<file path="src/rtl/sb_irq_ctrl.sv">
// System-bus interrupt controller: pending/mask registers, lowest-index-wins arbitration and a
// single outstanding interrupt to the core. Define SB_IRQ_CTRL_EDGE_EN for rising-edge capture.
module sb_irq_ctrl #(
    parameter int unsigned N_IRQ      = 16,
    parameter logic [31:0] CAUSE_BASE = 32'h8000_0010
) (
    input  logic             clk_i,
    input  logic             rst_i,
    input  logic             req_i,
    input  logic             write_enable_i,
    input  logic [31:0]      addr_i,
    input  logic [31:0]      write_data_i,
    output logic [31:0]      read_data_o,
    output logic             ready_o,
    input  logic [N_IRQ-1:0] irq_req_i,
    input  logic             irq_ret_i,
    output logic             irq_o,
    output logic [31:0]      irq_cause_o,
    output logic [N_IRQ-1:0] irq_ack_o
);

    localparam logic [31:0] AddrPending = 32'h0000_0000;
    localparam logic [31:0] AddrMask    = 32'h0000_0004;
    localparam logic [31:0] AddrActive  = 32'h0000_0008;
    localparam logic [31:0] AddrSwtrig  = 32'h0000_000C;
    localparam logic [31:0] AddrSoftrst = 32'h0000_0024;

    typedef enum logic {StIdle, StActive} state_e;

    state_e           state_q;
    logic [N_IRQ-1:0] pending_q;
    logic [N_IRQ-1:0] mask_q;
    logic [N_IRQ-1:0] ack_q;
    logic [4:0]       id_q;
    logic             irq_q;
    logic [31:0]      cause_q;

    logic             wr_en;
    logic             wr_pending;
    logic             wr_mask;
    logic             wr_swtrig;
    logic             wr_softrst;
    logic [N_IRQ-1:0] wdata_lines;
    logic [N_IRQ-1:0] w1c_lines;
    logic [N_IRQ-1:0] set_lines;
    logic [N_IRQ-1:0] capture;
    logic [N_IRQ-1:0] eligible;
    logic [N_IRQ-1:0] take;
    logic [N_IRQ-1:0] pending_d;
    logic             win_valid;
    logic [4:0]       win_id;
    logic             unused_wdata;

    assign wr_en       = req_i & write_enable_i;
    assign wr_pending  = wr_en & (addr_i == AddrPending);
    assign wr_mask     = wr_en & (addr_i == AddrMask);
    assign wr_swtrig   = wr_en & (addr_i == AddrSwtrig);
    assign wr_softrst  = wr_en & (addr_i == AddrSoftrst);
    assign wdata_lines = write_data_i[N_IRQ-1:0];
    assign unused_wdata = ^write_data_i;

`ifdef SB_IRQ_CTRL_EDGE_EN
    logic [N_IRQ-1:0] req_hist_q;

    // History starts at 0 so a line already high out of reset still pends once.
    always_ff @(posedge clk_i) begin
        if (rst_i || wr_softrst) begin
            req_hist_q <= '0;
        end else begin
            req_hist_q <= irq_req_i;
        end
    end

    assign capture = irq_req_i & ~req_hist_q;
`else
    assign capture = irq_req_i;
`endif

    assign eligible = pending_q & mask_q;

    // Scan downwards so the lowest eligible index is the last one written.
    always_comb begin
        win_valid = 1'b0;
        win_id    = '0;
        for (int i = int'(N_IRQ) - 1; i >= 0; i--) begin
            if (eligible[i]) begin
                win_valid = 1'b1;
                win_id    = 5'(i);
            end
        end
    end

    assign take      = (state_q == StIdle && win_valid) ? (N_IRQ'(1) << win_id) : '0;
    assign w1c_lines = wr_pending ? wdata_lines : '0;
    assign set_lines = capture | (wr_swtrig ? wdata_lines : '0);
    // Sets are OR-ed in last so they win over a same-cycle W1C or take.
    assign pending_d = (pending_q & ~take & ~w1c_lines) | set_lines;

    always_ff @(posedge clk_i) begin
        if (rst_i || wr_softrst) begin
            state_q   <= StIdle;
            pending_q <= '0;
            mask_q    <= '0;
            ack_q     <= '0;
            id_q      <= '0;
            irq_q     <= 1'b0;
            cause_q   <= '0;
        end else begin
            pending_q <= pending_d;
            ack_q     <= take;
            if (wr_mask) begin
                mask_q <= wdata_lines;
            end
            case (state_q)
                StIdle: begin
                    if (win_valid) begin
                        state_q <= StActive;
                        id_q    <= win_id;
                        irq_q   <= 1'b1;
                        cause_q <= CAUSE_BASE + 32'(win_id);
                    end
                end
                StActive: begin
                    if (irq_ret_i) begin
                        state_q <= StIdle;
                        id_q    <= '0;
                        irq_q   <= 1'b0;
                        cause_q <= '0;
                    end
                end
                default: begin
                    state_q <= StIdle;
                end
            endcase
        end
    end

    always_comb begin
        read_data_o = '0;
        case (addr_i)
            AddrPending: read_data_o = 32'(pending_q);
            AddrMask:    read_data_o = 32'(mask_q);
            AddrActive:  read_data_o = {irq_q, 26'b0, id_q};
            default:     read_data_o = '0;
        endcase
    end

    assign ready_o     = req_i;
    assign irq_o       = irq_q;
    assign irq_cause_o = cause_q;
    assign irq_ack_o   = ack_q;

endmodule

</file>
<file path="config.mk">
export PLATFORM = sky130hd
export DESIGN_NAME = sb_irq_ctrl
export DESIGN_NICKNAME = d
export VERILOG_FILES = /design/src/rtl/sb_irq_ctrl.sv
export SDC_FILE = /design/constraint.sdc
export NUM_CORES = 1
export LEC_CHECK = 0
export CAP_MARGIN = 20
export CELL_PAD_IN_SITES_DETAIL_PLACEMENT = 2
export CELL_PAD_IN_SITES_GLOBAL_PLACEMENT = 2
export CORE_MARGIN = 1
export CORE_UTILIZATION = 23
export CTS_BUF_LIST = sky130_fd_sc_hd__clkbuf_8
export DETAILED_ROUTE_END_ITERATION = 6
export MAX_ROUTING_LAYER = met4
export PLACE_DENSITY = 0.95
export SYNTH_ARGS = -nofsm -noshare
export SYNTH_HDL_FRONTEND = slang
export SYNTH_SLANG_ARGS = --single-unit
</file>
<file path="constraint.sdc">
create_clock -name clk_i -period 8.95 [get_ports clk_i]
set_clock_uncertainty 0.2 [all_clocks]
set_input_delay 2.685 -clock clk_i [delete_from_list [all_inputs] [get_ports clk_i]]
set_output_delay 2.685 -clock clk_i [all_outputs]
set_load 0.02 [all_outputs]
</file>
==> results.tsv <==
stage	metric	value	unit
outcome	outcome	completed	
sta	rsz0062_at_grt	no	
critical_path	reg2reg_from	pending_q[11]$_SDFF_PP0_	
clocking	htree_levels	2	
critical_path	worstSetupEndpointType	primary output	
global_route	grt_max_degree	38	
synth	synthDistinctLibCells	46	
sta	final.setup.worst_slack	0.540	ns
placed_design	post-place-ws	0.536	ns
layout	drive_above_1_share	7.05	%
power_and_ir_drop	p_leak	1.55	nW
routing	drcViolationCount	0	
sta	worst_slew_pin_slew	0.929	ns
clocking	clk_latency	0.32	ns
synth	syn-instance-count	381	
routing	vias	3218	
power_and_ir_drop	max-vdd-ir-drop	0.0582	mV
clocking	cts_setup_buffers	0	
placed_design	dp_hpwl	9780	µm
routing	drtAntennaViolNets	0	
sta	max_freq	0.119	GHz
worst_hold_path	min_from	irq_cause_o[3]$_SDFFE_PP0P_	
placed_design	postPlaceCellArea	0.00418	mm²
critical_path	worstPathRequired	6.07	ns
floorplanning	fp.dieW	119	µm
synth	ys_seq_area_share	34.4	%
sta	relSlewSlack	38.0	%
sta	whs	0.332	ns
placed_design	gp_congestion	0.826	
sta	finalCritPeriodShare	94.0	%
clocking	ctsHoldBuffers	0	
layout	nets	566	
critical_path	arrival	5.53	ns
routing	vias_per_cell	4.89	
clocking	cts-buffers-inserted	5	
worst_hold_path	hold_end	irq_cause_o[3]$_SDFFE_PP0P_	
synth	synthFlopType	dfxtp_1	
clocking	clk_pin_slew	0.10	ns
placed_design	portBuffers	109	
critical_path	path_class	primary input to primary output	
critical_path	startpoint_type	primary input	
layout	fin_area	0.00429	mm²
layout	layout_commonest_cell	clkdlybuf4s50_1	
worst_hold_path	min_path_cells	2	
floorplanning	rows	42	
routing	wire_per_inst	19.3	µm
run	drv_cap	0	
floorplanning	initial_core_util	23.6	%
routing	detail_route.wirelength	12700	µm
critical_path	r2r_slack	6.33	ns
synth	synth_edf_count	0	
floorplanning	ios	167	
layout	diodes	0	
clocking	cts_num_sinks	54	
synth	synth_seq_cells	54	
synth	async_flop_share	0	%
clocking	cts_resized	0	
worst_hold_path	hold_class	flop to flop	
sta	finalHoldViolations	0	
global_route	grt_antenna_before_repair	0	
global_route	grt_pass1_vias	3547	
clocking	clockRootBuffer	clkbuf_8	
synth	avgSynthCellArea	8.25	µm²
power_and_ir_drop	power_density	112	mW/mm²
routing	first_pass_iters	4	
sta	tns	0	ns
critical_path	path_max_fanout	9	
critical_path	rr_endpoint	pending_q[5]$_SDFF_PP0_	
sta	finalCriticalPeriod	8.41	ns
floorplanning	die_y	119	µm
global_route	grt.overflow.total	0	
layout	mostFrequentLayoutCells	clkdlybuf4s50_1, dfxtp_1, conb_1	
synth	yosys_warnings	0	
layout	area_delta_synth_final	36.4	%
clocking	cts.path.max_buffers	2	
synth	syn_area	0.00314	mm²
floorplanning	coreArea	0.0133	mm²
floorplanning	dieArea	0.0141	mm²
clocking	cts_tree	done	
routing	drtIter0Drc	168	
global_route	grt_pass1_wl	19900	µm
sta	setup_viol	0	
critical_path	ff2ff_path_depth	6	
global_route	grtUsageTotal	18.7	%
sta	slew_violations	0	
[synthesized netlist by cell type (7+ instances only)]
cell / number / area, µm²
a21oi_1: 35 / 175
nand3_1: 11 / 55.1
nor4_1: 7 / 43.8
buf_4: 46 / 345
nand2_1: 29 / 109
o22ai_1: 8 / 50.1
inv_1: 17 / 63.8
nor2_1: 40 / 150
nor2_2: 10 / 62.6
o21ai_0: 10 / 50.1
mux2i_1: 28 / 280
dfxtp_1: 54 / 1080
a22oi_1: 7 / 52.6
a22o_1: 7 / 61.3
a31o_2: 8 / 70.1
[logic make-up (layout without fill, tap and decap cells)]
| family | after synthesis | count (layout) | synth area share [%] |
|---|---|---|---|
| and+or+nand+nor | 122 | 122 | 19.0 |
| buffers and inverters | 77 | 138 | 16.2 |
| DFF | 54 | 54 | 34.4 |
| muxes | 28 | 28 | 8.92 |
| other | 1 | 41 | 0.119 |
| AOI/OAI and AO/OA | 99 | 99 | 21.4 |
[report_power, final]
part	internal, mW	leakage, nW	total, mW	switching [mW]
clock	0.0588	0.0506	0.150	0.0915
sequential	0.246	0.440	0.254	0.00813
combinational	0.0374	1.06	0.0765	0.0391
[critical path: stages]
cell and delay (ns):
clkdlybuf4s50_1 0.41, or4_4 0.54, and4b_1 0.32, and2_1 0.43, nand2_1 0.20, o22ai_1 0.28
clkdlybuf4s50_1 0.65
[registers in the layout, indices dropped and copies added, names as in the netlist]
name	cells
mask_q	16
irq_ack_o	16
irq_cause_o	2
pending_q	16
id_q	3
state_q	1
[worst max-delay path by stage]
stage / start / to / slack, ns
floorplan: addr_i[0] / read_data_o[0] / 1.79
global placement: addr_i[0] / read_data_o[1] / 0.68
detailed placement: addr_i[0] / read_data_o[1] / 0.54
CTS: addr_i[0] / read_data_o[1] / 0.54
global route: addr_i[0] / read_data_o[1] / 0.43
finish: addr_i[0] / read_data_o[1] / 0.54
[cell type report]
class | count | area, µm²
clock inverter | 3 | 28.8
clock buffer | 5 | 68.8
multi-input combinational | 290 | 1700
sequential | 54 | 1080
tap | 176 | 220
timing repair buffer | 113 | 1120
inverter | 17 | 63.8
fill | 1510 | 9010
[metrics by stage]
step | total power, mW | instances | util (%)
final | 0.481 | 658 | 32.2
after CTS | 0.481 | 657 | 32.2
after floorplan | 0.305 | 421 | -
after global placement | 0.330 | 649 | 31.5
after detailed placement | 0.334 | 649 | 31.5
after global routing | 0.498 | 658 | 32.2
[routing by layer]
metal  track usage, %  vias to the layer above  share of wire [%]
li1                 -                     1482                  -
met2             33.5                      114                 52
met3             3.02                       34                3.9
met4             7.04                        0                2.8
met1             20.7                     1588                 41
met5                -                        -                  0
Power figures use the tool's default switching activity.
